==> src/rtl/fifo_write_arbiter.sv <==
// Round-robin, burst-capable arbiter sharing one FIFO write port among NUM_REQ requesters.
// Optional per-requester beat statistics are enabled with the FIFO_ARB_STATS_EN macro.
module fifo_write_arbiter #(
    parameter int NUM_REQ    = 4,
    parameter int DATA_WIDTH = 8,
    parameter int BURST_LEN  = 4
) (
    input  logic                            wclk,
    input  logic                            wrst,
    input  logic [NUM_REQ-1:0]              req_valid,
    input  logic [NUM_REQ*DATA_WIDTH-1:0]   req_data,
    output logic [NUM_REQ-1:0]              req_ready,
    input  logic                            full,
    output logic                            w_en,
    output logic [DATA_WIDTH-1:0]           data_in,
    output logic [$clog2(NUM_REQ)-1:0]      grant_id,
    output logic                            busy,
    input  logic                            stat_clr,
    output logic [NUM_REQ*16-1:0]           stat_cnt
);

    localparam int IDW = $clog2(NUM_REQ);

    typedef enum logic {ARB, OWN} state_t;

    state_t           state_q, state_d;
    logic [IDW-1:0]   rr_ptr_q, rr_ptr_d;
    logic [IDW-1:0]   owner_q, owner_d;
    logic [7:0]       beat_cnt_q, beat_cnt_d;
    logic [IDW-1:0]   cand;
    logic             cand_found;
    logic [NUM_REQ-1:0] valid_g;
    logic [NUM_REQ-1:0] xfer;
    int               idx;

    function automatic logic [IDW-1:0] next_idx(input logic [IDW-1:0] i);
        return (32'(i) == NUM_REQ - 1) ? '0 : i + 1'b1;
    endfunction

    // Requests are masked during reset so every combinational output settles to zero.
    assign valid_g = req_valid & {NUM_REQ{~wrst}};

    always_comb begin
        cand       = '0;
        cand_found = 1'b0;
        idx        = 0;
        for (int k = 0; k < NUM_REQ; k++) begin
            idx = int'(rr_ptr_q) + k;
            if (idx >= NUM_REQ) idx = idx - NUM_REQ;
            if (!cand_found && valid_g[idx]) begin
                cand       = IDW'(idx);
                cand_found = 1'b1;
            end
        end
    end

    always_comb begin
        req_ready  = '0;
        state_d    = state_q;
        rr_ptr_d   = rr_ptr_q;
        owner_d    = owner_q;
        beat_cnt_d = beat_cnt_q;
        case (state_q)
            ARB: begin
                if (cand_found && !full) begin
                    req_ready[cand] = 1'b1;
                    if (BURST_LEN == 1) begin
                        rr_ptr_d = next_idx(cand);
                    end else begin
                        owner_d    = cand;
                        beat_cnt_d = 8'd1;
                        state_d    = OWN;
                    end
                end
            end
            OWN: begin
                req_ready[owner_q] = ~full;
                // A dropped valid releases the lock after one bubble cycle.
                if (!valid_g[owner_q]) begin
                    state_d    = ARB;
                    rr_ptr_d   = next_idx(owner_q);
                    beat_cnt_d = '0;
                end else if (!full) begin
                    if (beat_cnt_q + 8'd1 == 8'(BURST_LEN)) begin
                        state_d    = ARB;
                        rr_ptr_d   = next_idx(owner_q);
                        beat_cnt_d = '0;
                    end else begin
                        beat_cnt_d = beat_cnt_q + 8'd1;
                    end
                end
            end
            default: ;
        endcase
    end

    assign xfer = valid_g & req_ready;
    assign w_en = |xfer;
    assign busy = (state_q == OWN);

    always_comb begin
        data_in  = '0;
        grant_id = '0;
        for (int i = 0; i < NUM_REQ; i++) begin
            if (xfer[i]) begin
                data_in  = req_data[i*DATA_WIDTH +: DATA_WIDTH];
                grant_id = IDW'(i);
            end
        end
    end

    always_ff @(posedge wclk or posedge wrst) begin
        if (wrst) begin
            state_q    <= ARB;
            rr_ptr_q   <= '0;
            owner_q    <= '0;
            beat_cnt_q <= '0;
        end else begin
            state_q    <= state_d;
            rr_ptr_q   <= rr_ptr_d;
            owner_q    <= owner_d;
            beat_cnt_q <= beat_cnt_d;
        end
    end

`ifdef FIFO_ARB_STATS_EN
    logic [15:0] stat_q [NUM_REQ];
    logic [15:0] stat_d [NUM_REQ];

    // Clear wins over a same-cycle increment; counters saturate at all-ones.
    always_comb begin
        for (int i = 0; i < NUM_REQ; i++) begin
            stat_d[i] = stat_q[i];
            if (stat_clr) begin
                stat_d[i] = '0;
            end else if (xfer[i] && stat_q[i] != 16'hFFFF) begin
                stat_d[i] = stat_q[i] + 16'd1;
            end
        end
    end

    always_ff @(posedge wclk or posedge wrst) begin
        if (wrst) begin
            for (int i = 0; i < NUM_REQ; i++) stat_q[i] <= '0;
        end else begin
            for (int i = 0; i < NUM_REQ; i++) stat_q[i] <= stat_d[i];
        end
    end

    always_comb begin
        stat_cnt = '0;
        for (int i = 0; i < NUM_REQ; i++) stat_cnt[i*16 +: 16] = stat_q[i];
    end
`else
    logic unused_stat_clr;
    assign unused_stat_clr = stat_clr;
    assign stat_cnt        = '0;
`endif

endmodule

==> config.mk <==
export PLATFORM = sky130hd
export DESIGN_NAME = fifo_write_arbiter
export DESIGN_NICKNAME = d
export VERILOG_FILES = /design/src/rtl/fifo_write_arbiter.sv
export SDC_FILE = /design/constraint.sdc
export NUM_CORES = 1
export LEC_CHECK = 0
export BUFFER_PORTS_ARGS = -buffer_cell sky130_fd_sc_hd__clkbuf_2
export CORE_MARGIN = 4
export CORE_UTILIZATION = 40
export CTS_CLUSTER_SIZE = 10
export DETAILED_ROUTE_END_ITERATION = 16
export PLACE_DENSITY = 0.8
export SKIP_LAST_GASP = 1
export SLEW_MARGIN = 15
export SYNTH_ARGS = -nofsm -noshare
export SYNTH_HDL_FRONTEND = slang
export SYNTH_SLANG_ARGS = --single-unit
==> constraint.sdc <==
create_clock -name wclk -period 2.2 [get_ports wclk]
set_input_delay 0.11 -clock wclk [delete_from_list [all_inputs] [get_ports wclk]]
set_output_delay 0.11 -clock wclk [all_outputs]
set_load 0.01 [all_outputs]
==> results.yml <==
pwr:
  p_leak_nw: 1.21
  power_density_nw_per_um2: 592
  power_w: 0.00144
  irDropWorstVdd_v: 0.000355
logic_synthesis:
  yosys_warnings: 0
  syn-mean-instance-area_um2: 7.98
  synth_top_area_cell: "buf_4"
  synthFlopType: "dfrtp_1"
  yosys-top-cells-area: "buf_4 26%, dfrtp_1 16%, a41oi_2 6.4%, nand2_1 4.8%, nor2_1 3.5%"
  synth_cells: 254
  ys_types: 57
  synthArstFlopShare_pct: 100
  yosysMostFrequentCell: "buf_4"
  synth-edff-count: 0
  ys_seq_area_share_pct: 16.1
  synth_common_cells: "69 x buf_4, 26 x nand2_1, 19 x nor2_1, 13 x dfrtp_1, 13 x nand3_1"
  synth_top_cell_area_share_pct: 25.6
  synth-seq-cells: 13
  synth_area_um2: 2030
job:
  max-cap-violations: 0
worst_setup_path:
  end_kind: "output port"
  path_max_fanout: 18
  critPathKind: "reg -> out"
  r2r_cells: 7
  crit_required_ns: 2.09
  crit_arrival_ns: 2.44
  cp-start-kind: "flip-flop"
die:
  fp.dieW_um: 79.2
  num_io_pins: 120
  core_um2: 4820
  rows: 25
  die_h_um: 79.2
  die_area_um2: 6270
  start_util_pct: 42.1
routing:
  vias_per_cell: 4.63
  avgRoutedWirePerCell_um: 12.3
  drt_iter0_markers: 42
  remaining_drc_errors: 0
  drt_wl_total_um: 4910
  ant_nets: 0
  first_pass_iters: 4
  vias: 1843
run_status:
  failed_checks: "setup timing"
  outcome: "complete, but fails checks"
cells_and_area:
  drive_gt1_share_pct: 36.3
  syn_to_final_growth_pct: 20.4
  fillerInstances: 470
  final_nets: 377
  diodes: 0
timing:
  setup_ws_ns: -0.346
  setup_viol: 12
  finalHoldViolCount: 0
  layout_min_cycle_time_ns: 2.55
  rsz0062_at_grt: "true"
  max_freq_mhz: 393
  slew_violations: 0
  tns_ns: -3.27
  period_share_pct: 116
  whs_ns: 0.182
  finClkSkew_ns: 0.00159
clock_network:
  worst_skew_pair.late_latency_ns: 0.24
  cts.path.max_buffers: 2
  cts.clk_slew.worst_paths_ns: 0.05
  htree_levels: 1
  cts.sink_count: 13
  cts_tree: "yes"
  cts_root_buf: "clkbuf_8"
  cts_made_buffers: 3
global_routing:
  grt_start_max_net_pins: 19
  grt_pass1_vias: 1684
  overflow: 0
  antenna_found_initial: 0
  grt_use_total_pct: 14.3
  grt_first_pass_wirelength_um: 7440
placement:
  numPortBuffers: 54
  gp_congestion: 0.798
  hpwl_um: 3750
hold_path:
  hp-class: "in -> async"
layer usage:
metal / global-route usage [%] / part of all wire, % / vias to the layer above
met5: 0 / 0 / -
met4: 3.78 / 0.90 / 0
met3: 2.95 / 7.9 / 5
met2: 25.7 / 53 / 68
met1: 17.1 / 38 / 854
li1: - / - / 916
state kept, by name, summed over array words and instances (netlist names):
signal / cells
busy: 1
beat_cnt_q: 8
rr_ptr_q: 2
owner_q: 2
timing repair:
item                                    in CTS  in global routing
setup buffers                                9                  1
hold buffers                                 0                  0
pin swaps                                    5                  6
endpoints found under the setup margin      11                 14
gates resized for setup                      5                 11
cloned                                       0                  1
layout by cell type, fill, tap and decap left out, types with 2 or more instances in the layout:
cell type  netlist  final
and3_1           4      4
nand2b_1         6      5
ha_1             5      5
nor4_1           3      2
or2_2            2      2
clkbuf_2         0     51
nor2b_1          4      4
o21ai_1          2      2
a21oi_1          2      2
a31oi_2          1      2
o21ai_0         12     12
a41oi_2          8      8
o31ai_1          3      3
clkbuf_8         0      3
nand3_1         13     13
and2_1           2      2
or3_1            2      2
buf_4           69     29
inv_1            8      8
and2_4           1      2
conb_1           1     64
nor4_2           1      2
nand2_1         26     26
buf_2            2      3
buf_12           0      2
o2111ai_1        2      2
dfrtp_1         13     12
nor2_1          19     19
or3b_1           8      8
a211oi_2         2      2
worst max-delay path, cell delays in order (launching register included):
cell and delay (ns):
dfrtp_2 0.46, buf_4 0.17, nor2b_1 0.12, a311o_1 0.37, o221ai_2 0.22, a211oi_4 0.11
o211ai_4 0.19, buf_12 0.17, nor2_1 0.07, a41oi_2 0.15, buf_2 0.16
cell type report:
cell class	count	area (µm²)	share of cell area, %
tap	67	83.8	3.44
inverter	9	33.8	1.39
sequential	13	327	13.4
clock buffer	4	45.0	1.85
multi-input combinational	220	1420	58.3
timing repair buffer	85	528	21.7
report_power, final:
group / internal, W / switching, W / leakage, nW
Sequential: 0.000283 / 0.0000615 / 0.169
Combinational: 0.000435 / 0.000455 / 1.01
Clock: 0.000128 / 0.0000804 / 0.0228
Total: 0.000846 / 0.000597 / 1.21
worst paths after layout:
| check | to | slack, ns | from |
|---|---|---|---|
| setup / recovery | data_in[2] | -0.35 | rr_ptr_q[1]$_DFFE_PP0P_ |
| hold / removal | owner_q[0]$_DFFE_PP0P_ | 0.18 | wrst |
| setup reg to reg | rr_ptr_q[0]$_DFFE_PP0P_ | 0.16 | beat_cnt_q[0]$_DFFE_PP0P_ |
| hold reg to reg | beat_cnt_q[7]$_DFFE_PP0P_ | 0.48 | beat_cnt_q[7]$_DFFE_PP0P_ |
| max in group asynchronous | rr_ptr_q[1]$_DFFE_PP0P_ | 1.84 | wrst |
| min in group wclk | busy$_DFF_PP0_ | 0.31 | full |
cell families after synthesis:
logic type | count (synthesis) | synth area share [%]
AOI/OAI and AO/OA | 48 | 22.1
adders and majority gates | 5 | 3.09
buffers and inverters | 85 | 29.8
DFF | 13 | 16.1
muxes | 4 | 2.72
other | 1 | 0.185
and+or+nand+nor | 98 | 26.1
per-stage QoR:
stage               setup slack [ns]  util (%)  std cells  cell area (µm²)
finish                        -0.346      50.6        398             2440
global route                  -0.462      50.6        398             2440
CTS                           -0.333      49.4        396             2380
detailed placement            -0.244      46.0        383             2220
global placement              -0.150      46.0        383             2220
floorplan                    0.00598         -        317             2260
No activity file was read; power rests on OpenSTA's default activity.
